===== src/rtl/mdio_arbitro.sv =====
// Round-robin arbiter/sequencer that lets two host requesters share one MDIO
// management controller, with per-transaction timeout and invalid-OP rejection.
module mdio_arbitro #(
  parameter int TIMEOUT = 64,
  parameter int CNT_W   = 7
) (
  input  logic        MDC,
  input  logic        reset,
  input  logic        REQ_A,
  input  logic [31:0] T_DATA_A,
  output logic        GNT_A,
  output logic        DONE_A,
  output logic [15:0] RD_DATA_A,
  input  logic        REQ_B,
  input  logic [31:0] T_DATA_B,
  output logic        GNT_B,
  output logic        DONE_B,
  output logic [15:0] RD_DATA_B,
  output logic        MDIO_START,
  output logic [31:0] T_DATA,
  input  logic        DATA_RDY,
  input  logic [15:0] RD_DATA,
  output logic        BUSY,
  output logic        ERR
);

  typedef enum logic [1:0] {S_IDLE, S_START, S_WAIT, S_DONE} state_t;

  localparam logic [1:0]       OP_WR   = 2'b01;
  localparam logic [1:0]       OP_RD   = 2'b10;
  localparam logic [CNT_W-1:0] CNT_END = CNT_W'(TIMEOUT - 1);

  state_t      state;
  logic        owner;        // 0 = A, 1 = B
  logic        last_served;  // 0 = A, 1 = B
  logic [31:0] frame_q;
  logic [CNT_W-1:0] cnt;

  logic        pick_b;
  logic [31:0] pick_frame;
  logic        pick_ok;
  logic        is_read;

  // On a tie, B wins only if A was the last one served.
  always_comb begin
    pick_b     = REQ_B && (!REQ_A || !last_served);
    pick_frame = pick_b ? T_DATA_B : T_DATA_A;
    pick_ok    = (pick_frame[29:28] == OP_WR) || (pick_frame[29:28] == OP_RD);
    is_read    = (frame_q[29:28] == OP_RD);
  end

  always_ff @(posedge MDC) begin
    if (reset) begin
      state       <= S_IDLE;
      owner       <= 1'b0;
      last_served <= 1'b1;
      frame_q     <= 32'h0;
      cnt         <= '0;
      GNT_A       <= 1'b0;
      GNT_B       <= 1'b0;
      DONE_A      <= 1'b0;
      DONE_B      <= 1'b0;
      RD_DATA_A   <= 16'h0000;
      RD_DATA_B   <= 16'h0000;
      MDIO_START  <= 1'b0;
      T_DATA      <= 32'h0;
      BUSY        <= 1'b0;
      ERR         <= 1'b0;
    end else begin
      case (state)
        S_IDLE: begin
          if (REQ_A || REQ_B) begin
            owner   <= pick_b;
            frame_q <= pick_frame;
            GNT_A   <= !pick_b;
            GNT_B   <= pick_b;
            BUSY    <= 1'b1;
            if (pick_ok) begin
              state      <= S_START;
              MDIO_START <= 1'b1;
              T_DATA     <= pick_frame;
            end else begin
              // Bad OP never reaches the controller; report it straight away.
              state  <= S_DONE;
              DONE_A <= !pick_b;
              DONE_B <= pick_b;
              ERR    <= 1'b1;
              if (pick_b) RD_DATA_B <= 16'hFFFF;
              else        RD_DATA_A <= 16'hFFFF;
            end
          end
        end
        S_START: begin
          MDIO_START <= 1'b0;
          cnt        <= '0;
          state      <= S_WAIT;
        end
        S_WAIT: begin
          if (DATA_RDY) begin
            state  <= S_DONE;
            DONE_A <= !owner;
            DONE_B <= owner;
            if (is_read) begin
              if (owner) RD_DATA_B <= RD_DATA;
              else       RD_DATA_A <= RD_DATA;
            end
          end else if (cnt == CNT_END) begin
            state  <= S_DONE;
            DONE_A <= !owner;
            DONE_B <= owner;
            ERR    <= 1'b1;
            if (is_read) begin
              if (owner) RD_DATA_B <= 16'hFFFF;
              else       RD_DATA_A <= 16'hFFFF;
            end
          end else begin
            cnt <= cnt + 1'b1;
          end
        end
        S_DONE: begin
          state       <= S_IDLE;
          last_served <= owner;
          GNT_A       <= 1'b0;
          GNT_B       <= 1'b0;
          DONE_A      <= 1'b0;
          DONE_B      <= 1'b0;
          ERR         <= 1'b0;
          BUSY        <= 1'b0;
          T_DATA      <= 32'h0;
        end
        default: state <= S_IDLE;
      endcase
    end
  end

endmodule


===== config.mk =====
export PLATFORM = sky130hd
export DESIGN_NAME = mdio_arbitro
export DESIGN_NICKNAME = d
export VERILOG_FILES = /design/src/rtl/mdio_arbitro.sv
export SDC_FILE = /design/constraint.sdc
export NUM_CORES = 1
export LEC_CHECK = 0
export ABC_AREA = 1
export ABC_CLOCK_PERIOD_IN_PS = 5200
export CAP_MARGIN = 0
export CELL_PAD_IN_SITES_DETAIL_PLACEMENT = 0
export CELL_PAD_IN_SITES_GLOBAL_PLACEMENT = 1
export CORE_ASPECT_RATIO = 1.5
export CORE_MARGIN = 1.5
export CORE_UTILIZATION = 33
export DETAILED_ROUTE_END_ITERATION = 8
export GPL_TIMING_DRIVEN = 0
export HOLD_SLACK_MARGIN = 0.1
export PLACE_DENSITY_LB_ADDON = 0.25
export SLEW_MARGIN = 20
export SYNTH_ARGS = -nofsm -noshare
export SYNTH_HDL_FRONTEND = slang
export SYNTH_SLANG_ARGS = --single-unit

===== constraint.sdc =====
create_clock -name MDC -period 5.2 [get_ports MDC]
set_input_delay 1.56 -clock MDC [delete_from_list [all_inputs] [get_ports MDC]]
set_output_delay 1.56 -clock MDC [all_outputs]
set_load 0.02 [all_outputs]

==> results by group, run 1 <==
Status
  – Status: finished, final reports clean

STA
  – Setup tns final: 0 ns
  – Layout Skew: 0.00777 ns
  – Max Slew Vio Count: 0
  – Tmin final: around 3.1 ns
  – Worst-margin pin slew: 0.512 ns
  – Setup Viol. Count Final: 0
  – RSZ-0062 raised after global routing: no
  – Period utilization: between 60% and 70%
  – Post-layout worst setup margin: just over 2 ns
  – Final hold vios: 0
  – Achievable Freq: ~320 MHz
  – Relative slew slack: 65.9%

Setup path
  – Critical path capture point type: register
  – Worst-path maximum fanout: 10
  – Setup crit start kind: primary input
  – Critical path arrival: 3.37 ns
  – Setup CP Type: in2reg
  – Cell family with most CP delay: buffers and inverters
  – Crit-path slowest cell: clkdlybuf4s50_1
  – Cells along the critical path: clkdlybuf4s50_1, nor2_1, nand2_2, nand2_2, clkinv_2, buf_6, nand3_4, buf_6, nand2_1, inv_1, nor2_1
  – Crit path buffers/inverters: 5
  – Crit-path max cell delay: 0.54 ns
  – CP required: 5.44 ns

Synth
  – Cells after Synth: 667
  – Yosys top cell by area: dfxtp_1
  – Sequential share of the synthesized area: 37.8%
  – Largest cells by area after synthesis: dfxtp_1 (38%), nand2_1 (11%), nor2_1 (10%)
  – Syn Nets: 757
  – FFs w/ async S/R, synth: 0%
  – Most used DFF post-synth: dfxtp_1
  – Yosys cell types: 30
  – Post-synth top cells: nand2_1 (127), nor2_1 (122), inv_1 (108)
  – Synth Area per Inst: 6.68 sq um
  – Seq cells post-synth: 84
  – Top-count cell post-synth: nand2_1
  – Post-synth top area share: 37.8%
  – Synth Warn #: 0
  – Post-synth EDFFs: 0
  – Syn Std Cell Area: 0.00445 sq mm

Finish
  – Synth-to-layout area growth: 45.9%
  – Fillers: 1341
  – Register area: around 0.0017 sq mm
  – Multi-input logic area: 0.00211 sq mm
  – Antenna diode count: 0
  – Share of cells above drive strength 1: 8.84%
  – Nets@finish: just over 900

Routing
  – Remaining antenna violation count: 0
  – DRT iter0 DRCs: 109
  – Routed wire length: ~13000 microns
  – # DRC: 0
  – Average routed wire per standard cell: roughly 13 microns
  – Routed vias: 4649
  – DR pass1 iterations: 4
  – DR vias/cell: around 4.7

Placement
  – Placer congestion estimate: 0.846
  – PortBufs: 154
  – DP Worst Slack: 1.69 ns
  – Post-DP HPWL: 10200 microns

Clock tree
  – CTS H-tree lvls: 3
  – Cts hold-fix bufs: 0
  – Post-CTS sizing: 0
  – Sink Count: 84
  – Clk root buf: clkbuf_16
  – CTS Buffer Depth: 2
  – CTS Buf Count: 9
  – Worst-Skew Late Latency: 0.34 ns
  – Clock Pin Slew Worst Setup and Hold Paths: around 0.060 ns
  – CTS tree: done
  – Setup bufs post-CTS: 0

Global routing
  – Grt ovf: 0
  – Initial antenna violation count: 0
  – Global-route wire length before repair: 21200 microns
  – Vias in the first global route: around 4600
  – Largest net degree at the start of global routing: 15
  – GRT Overall Usage: 18.2%

Power
  – Worst VDD drop: 0.250 mV
  – Power Density: 580 mW/mm^2
  – Leakage: 3.07 nW

Job
  – Max-Cap Viols: 0

Floorplanning
  – IO Pins: between 150 and 200
  – Initial core utilization: 34.1%
  – Core footprint: 0.0131 sq mm
  – Full die area: between 0.01 and 0.015 sq mm
  – Die Ht: 145 microns
  – Die Wd: between 90 and 100 microns
  – Row count: 51

Worst hold path
  – Type of the worst min-delay path: reg2reg
==> cell type report <==
class                           count  share of cell area [%]
Sequential cell                    84                    25.9
Timing Repair Buffer              154                    23.7
Clock buffer                       11                    3.74
Clock inverter                      5                   0.943
Buffer                             37                    3.14
Multi-Input combinational cell    425                    32.5
Inverter                          121                    7.01
Tap cell                          159                    3.06
==> kinds of logic after synthesis <==
group	share of synthesized area [%]
AOI/OAI and AO/OA	9.21
buffers and inverters	14.8
and+or+nand+nor	36.6
DFF	37.8
adders and majority gates	1.40
xor gates and xnor gates	0.197
==> metrics by stage <==
step	cell area, sq um	hold WS (ns)	util, %	power, W	instances
final	6500	0.468	49.7	0.00377	996
after global routing	6500	0.485	49.7	0.00406	996
after CTS	6500	0.468	49.7	0.00381	996
after detailed placement	6190	0.459	47.4	0.00314	980
after global placement	6190	0.451	47.4	0.00310	980
after floorplan	4450	0.443	-	0.00237	667
==> flip-flops by register name, indices dropped and copies added, names as in the netlist <==
signal       count
T_DATA          32
BUSY             1
DONE_B           1
RD_DATA_A       16
last_served      1
frame_q          2
MDIO_START       1
state            2
GNT_A            1
DONE_A           1
cnt              7
GNT_B            1
ERR              1
owner            1
RD_DATA_B       16
==> path summary, 6_finish.rpt <==
| kind | start | to | slack, ns | cells after the start |
|---|---|---|---|---|
| max reg2reg | state[0] | RD_DATA_A[13] | 3.11 | 11 |
| min reg2reg | cnt[6] | cnt[6] | 0.47 | 2 |
| max | REQ_B | RD_DATA_B[3] | 2.07 | 11 |
| min | cnt[6] | cnt[6] | 0.47 | 2 |
==> where the power goes <==
group	switching [W]	internal, W	leakage (nW)
logic	0.00122	0.000875	2.25
registers	0.000132	0.000884	0.692
clock network	0.000272	0.000386	0.138
==> worst reg2reg max path, delay by kind of cell, from the launching register on <==
kind | cells | cell delay [ns]
adder cells (fa/ha/maj) | 1 | 0.21
buffers and inverters | 5 | 0.64
AND/OR/NAND/NOR | 5 | 0.83
flip-flops | 1 | 0.37
==> routing by layer <==
layer | vias up | global-route usage [%] | share of wire, %
met1 | 2079 | 18.6 | 39
met4 | 0 | 8.00 | 2.6
met3 | 22 | 3.66 | 5.6
li1 | 2405 | - | -
met2 | 143 | 34.7 | 53
met5 | - | 0 | 0
==> placed cells by master, fill, tap and decap left out, types with 2 or more instances in the layout <==
cell type and count:
clkdlybuf4s50_1 154, nand2_1 127, nor2_1 122, inv_1 108, dfxtp_1 84, nand3_1 42, nand4_1 37, a22o_1 30
a21oi_1 21, nand2_2 15, inv_2 12, clkbuf_1 12, buf_2 10, clkbuf_16 9, o21ai_0 7, buf_1 7
buf_6 5, ha_1 5, buf_4 4, or2_2 3, clkinvlp_4 3, nand3_2 2, nand2_4 2, nand3b_1 2
nand3_4 2, nor3_1 2
Note: power is estimated with default switching activity, not from simulation.
==> run 2, diff against run 1 <==
- ABC_CLOCK_PERIOD_IN_PS: 5200 -> 3090
- CORE_UTILIZATION: 33 -> 31
- clock period: 5.2 -> 3.09 ns (I/O delays scaled with it)
==> results by group, run 2 (synthesized netlist as in run 1, its figures left out) <==
Power
  – Clock power share: 17.3% (was 17.4%)
  – Worst VDD drop: 0.376 mV (was 0.250 mV)
  – Net Sw Frac: 43.0% (was 43.1%)
  – Sequential share of power: 27.0% (was 26.9%)
  – Power Density: 969 mW/mm^2 (was 580 mW/mm^2)
  – Pint: 0.00361 W (was 0.00215 W)
  – Comb power frac: 55.7% (was 55.6%)
  – P_sw: 0.00273 W (was 0.00162 W)
  – Leakage: 3.08 nW (was 3.07 nW)

Finish
  – Commonest non-fill, non-tap cell in the layout: clkdlybuf4s50_1 (unchanged)
  – Antenna diode count: 0 (unchanged)
  – Max reg flops: 32 (unchanged)
  – Commonest cells after routing, fill and taps aside: clkdlybuf4s50_1 (154), nand2_1 (127), nor2_1 (122) (unchanged)
  – Biggest regs: T_DATA x32, RD_DATA_A x16, RD_DATA_B x16 (unchanged)
  – Largest Register: T_DATA (unchanged)
  – Nets@finish: 922 (unchanged)
  – Synth-to-layout area growth: 46.8% (was 45.9%)
  – Share of cells above drive strength 1: 8.96% (was 8.84%)

STA
  – Achievable Freq: approximately 400 MHz
  – Worst-margin pin slew: 0.526 ns (was 0.512 ns)
  – Relative slew slack: 65.0% (was 65.9%)
  – Max Slew Vio Count: 0 (unchanged)
  – Final hold slack: 0.467 ns (was 0.468 ns)
  – Layout Skew: 0.00636 ns (was 0.00777 ns)
  – Period utilization: 79.9%
  – Final hold vios: 0 (unchanged)
  – RSZ-0062 raised after global routing: no (unchanged)
  – Setup tns final: 0 ns (unchanged)
  – Setup Viol. Count Final: 0 (unchanged)
  – Tmin final: between 2 and 2.5 ns

Placement
  – Post-DP HPWL: 10200 microns (about the same)
  – Placer congestion estimate: 0.776 (was 0.846)
  – PortBufs: 154 (unchanged)

Floorplanning
  – Initial core utilization: 31.7% (was 34.1%)
  – IO Pins: 156 (unchanged)
  – Die Ht: 150 microns (was 145 microns)
  – Full die area: 0.0151 sq mm (was 0.0142 sq mm)
  – Core footprint: 0.0141 sq mm (was 0.0131 sq mm)
  – Row count: 53 (was 51)
  – Die Wd: 101 microns (was 97.9 microns)

Clock tree
  – CTS Buffer Depth: 2 (unchanged)
  – Sink Count: 84 (unchanged)
  – CTS H-tree lvls: 3 (unchanged)
  – Post-CTS sizing: 0 (unchanged)
  – CTS Buf Count: 9 (unchanged)
  – Setup bufs post-CTS: 0 (unchanged)
  – Clk root buf: clkbuf_16 (unchanged)
  – CTS tree: done (unchanged)
  – Cts hold-fix bufs: 0 (unchanged)
  – Clock Pin Slew Worst Setup and Hold Paths: 0.06 ns (about the same)
  – Worst-Skew Late Latency: 0.34 ns (about the same)

Setup path
  – Critical path capture point type: register (unchanged)
  – Crit-path slowest cell: clkdlybuf4s50_1 (unchanged)
  – Setup crit start kind: primary input (unchanged)
  – Setup CP Type: in2reg (unchanged)
  – R2R depth: 11 (unchanged)
  – Crit path buffers/inverters: 5 (unchanged)
  – Critical path arrival: 2.71 ns (was 3.37 ns)
  – Crit-path max cell delay: 0.52 ns (was 0.54 ns)
  – Levels on crit path: 11 (unchanged)
  – Cells along the critical path: clkdlybuf4s50_1, nor2_1, nand2_2, nand2_2, clkinv_2, buf_6, nand3_4, buf_6, nand2_1, inv_1, nor2_1 (unchanged)
  – Cell family with most CP delay: buffers and inverters (unchanged)
  – Worst-path maximum fanout: 10 (unchanged)
  – CP required: 3.33 ns (was 5.44 ns)

Global routing
  – Vias in the first global route: 4474 (was 4617)
  – Initial antenna violation count: 0 (unchanged)
  – Global-route wire length before repair: 21000 microns (was 21200 microns)
  – Grt ovf: 0 (unchanged)
  – Largest net degree at the start of global routing: 15 (unchanged)
  – GRT Overall Usage: 17.6% (was 18.2%)

Routing
  – DRT iter0 DRCs: 118 (was 109)
  – Routed vias: 4612 (was 4649)
  – Routed wire length: 13000 microns (was 12900 microns)
  – Average routed wire per standard cell: 12.6 microns (was 13.0 microns)
  – DR pass1 iterations: 4 (unchanged)
  – Remaining antenna violation count: 0 (unchanged)
  – DR vias/cell: 4.48 (was 4.67)
  – # DRC: 0 (unchanged)

Worst hold path
  – Hold path depth: 2 (unchanged)
  – Type of the worst min-delay path: reg2reg (unchanged)

Job
  – Max-Cap Viols: 0 (unchanged)

Status
  – Status: finished, final reports clean (unchanged)
==> run 2: changes by cell type in the layout (fill, tap and decap cells not counted) <==
cell,change
clkbuf_1,-1
clkinv_2,+2
clkinvlp_4,-1
==> run 2: power groups by stage <==
| stage | registers (W) | clock network (W) | logic [W] |
|---|---|---|---|
| after floorplan | 0.00214 | 0 | 0.00185 |
| after global placement | 0.00172 | 0 | 0.00352 |
| after detailed placement | 0.00173 | 0 | 0.00355 |
| after CTS | 0.00172 | 0.00113 | 0.00357 |
| after global routing | 0.00176 | 0.00117 | 0.00395 |
| final | 0.00171 | 0.00110 | 0.00353 |
==> run 2: metrics by stage <==
step	util, %	power [W]	cell area [sq um]	setup WS (ns)	instances
after detailed placement	44.4	0.00528	6240	0.250	1013
after floorplan	-	0.00399	4450	1.06	667
final	46.5	0.00634	6540	0.620	1029
after CTS	46.5	0.00642	6540	0.607	1029
after global routing	46.5	0.00688	6540	0.440	1029
after global placement	44.4	0.00524	6240	0.267	1013
==> run 2: final cells by class <==
class | instances | area [sq um]
fillers | 1511 | 7520
inverters | 121 | 455
flip-flops and latches | 84 | 1680
multi-input cells | 425 | 2110
clock inverters | 6 | 63.8
repair buffers | 154 | 1540
well taps | 192 | 240
clock buffers | 10 | 239
plain buffers | 37 | 204
==> run 2: metal layers <==
| metal | wire [microns] | up-vias | track usage [%] |
|---|---|---|---|
| met3 | 915 | 16 | 4.76 |
| met5 | 0 | - | 0 |
| met4 | 189 | 0 | 5.92 |
| met2 | 6890 | 130 | 32.9 |
| met1 | 4990 | 2059 | 18.8 |
| li1 | - | 2407 | - |
==> run 2: path summary, 6_finish.rpt <==
path / start / to / slack (ns)
worst max register to register: state[0] / RD_DATA_A[11] / 1.00
worst min-delay path: cnt[6] / cnt[6] / 0.47
worst min register to register: cnt[6] / cnt[6] / 0.47
worst max-delay path: REQ_B / RD_DATA_B[3] / 0.62
==> run 2: worst min-delay path, cell delays in order (launching register included) <==
cell	delay (ns)
dfxtp_1	0.30
inv_1	0.07
nor3_1	0.05
==> run 3, diff against run 2 <==
- ABC_CLOCK_PERIOD_IN_PS: 3090 -> 2590
- clock period: 3.09 -> 2.59 ns (I/O delays scaled with it)
==> results of run 3 <==
The final DEF is identical to that of run 2. Status: finished, final reports clean.
Main changes from that run: setup slack after placement 0.250 ns -> -0.100 ns; setup slack after layout 0.620 ns -> 0.270 ns; register-to-register setup slack 1.00 ns -> 0.50 ns; total power 0.00634 W -> 0.00756 W; worst IR drop on VDD 0.376 mV -> 0.449 mV
==> edit, RTL diff (config.mk and constraints of run 3) <==
Encoding of `state_t`: now one-hot (4 bits for 4 states).
--- a/src/rtl/mdio_arbitro.sv
+++ b/src/rtl/mdio_arbitro.sv
@@ -24,7 +24,7 @@
   output logic        ERR
 );
 
-  typedef enum logic [1:0] {S_IDLE, S_START, S_WAIT, S_DONE} state_t;
+  typedef enum logic [3:0] {S_IDLE = 4'b0001, S_START = 4'b0010, S_WAIT = 4'b0100, S_DONE = 4'b1000} state_t;
 
   localparam logic [1:0]       OP_WR   = 2'b01;
   localparam logic [1:0]       OP_RD   = 2'b10;
Behaviour: same outputs for any inputs over 4 cycles, from zero or initial values and one cycle with reset high; so few cycles prove little.
==> edit against run 3 <==
- cell area is 6.8% higher
- power is 8.7% higher
- sequential cell count is 2 higher
- fmax is 0.85% higher
- routed wire length is 12% higher
- area after synthesis is 9.4% higher
- highest routed layer unchanged
- first-iteration DRC count is 64% higher
- setup slack better by 0.020 ns
==> edit: results (changes against run 3) <==
- Sw Share: 43.4% (+0.31 points)
- R2r startpoint: cnt[0]
- Tmin final: 2.30 ns (-0.0197 ns)
- Worst Tran Pin Value: 0.627 ns (+0.102 ns)
- Layout Nets: 1061 (+15%)
- Multi-input logic portion of the cell area: 33.8% (+1.5 points)
- ClkCell Share: 4.60% (-0.026 points)
- Final HPWL DP: 11300 um (+11%)
- Max incr delay on CP: 0.49 ns (-0.03 ns)
- Placed inst area: 6660 um2 (+6.8%)
- Num Clock Sinks: 86 (+2.4%)
- Commonest cells post-synth: nand2_1, inv_1, nor2_1
- Fillers: 1680 (+11%)
- Clock Skew: 0.0104 ns (+0.00405 ns)
- Sequential fraction of the synthesis area: 35.3% (-2.4 points)
- Iter 0 DRT Violations: 194 (+64%)
- Sequential cell area share: 24.7% (-1.1 points)
- Worst Setup SP: REQ_A
- Logic inverters: 153 (+26%)
- First-pass GRT wire length: 23200 um (+11%)
- Cells after Synth: 810 (+21%)
- Synth Area in Adders: 0.257% (-1.1 points)
- VDD IR max: 441 uV (-1.7%)
- Met1 usage: 19.1% (+0.29 points)
- Internal reg-to-reg setup slack: 0.65 ns (+0.15 ns)
- Layout Cells excl Fill: 1179 (+15%)
- Worst Path Arrival: 2.54 ns (-0.02 ns)
- Crit path to: RD_DATA_B[15]
- Buffer share of cell area: 25.2% (-1.5 points)
- Buffers excl. clock: 197 (+3.1%)
- Via count: 5112 (+11%)
- Pre-CTS setup slack: -0.0670 ns (+0.0332 ns)
- Status: finished, final reports clean
- GPL Wtd Cong: 0.843 (+8.6%)
- Fraction of layout cells with a size suffix above 1: 8.47% (-0.49 points)
- Synth area leaders: dfxtp_1, nand2_1, inv_1
- Worst path top cell family by delay: simple AND/OR/NAND/NOR gates
- Met3 Track Usage GR: 5.46% (+0.69 points)
- Multi-input gates: 528 (+24%)
- Die width: 105 um (+4.4%)
- P&R area growth vs syn: 43.4%
- Post-Synth XOR/XNOR Area: 0% (-0.20 points)
- Count of different cell masters after synthesis: 27 (-10%)
- Vias in the first global route: 4822 (+7.8%)
- Routed WL per cell: 12.3 um (-2.5%)
- Compound-Gate Fraction of Synth Area: 2.39% (-6.8 points)
- Met2 Resource Use GR: 33.0% (+0.15 points)
- Largest net degree at the start of global routing: 16 (+1)
[edit: cell count changes in the layout (fill, tap and decap cells not counted), sizes merged, moves of 2 or more]
cell / delta
dfxtp: +2
inv: +35
clkbuf: +8
clkinvlp: -2
nand4: +28
nand2: +169
ha: -4
buf: -3
nand3: -30
or2: -3
a21oi: -7
nor2: -19
a22o: -30
o21ai: -2
[edit: per-stage QoR]
| stage | hold WS (ns) | total power [uW] |
|---|---|---|
| 2_1_floorplan | 0.422 | 5150 |
| 3_3_place_gp | 0.437 | 6850 |
| 3_5_place_dp | 0.436 | 6860 |
| 4_1_cts | 0.450 | 8330 |
| 5_1_grt | 0.471 | 8950 |
| 6_report | 0.447 | 8210 |
[edit: per-layer routing]
layer  vias up  part of all wire (%)  routed length, um
met5         -                     0                  0
met4         0                   1.9                271
met3        22                   7.1               1020
met2       148                    51               7450
met1      2178                    40               5750
li1       2764                     -                  -
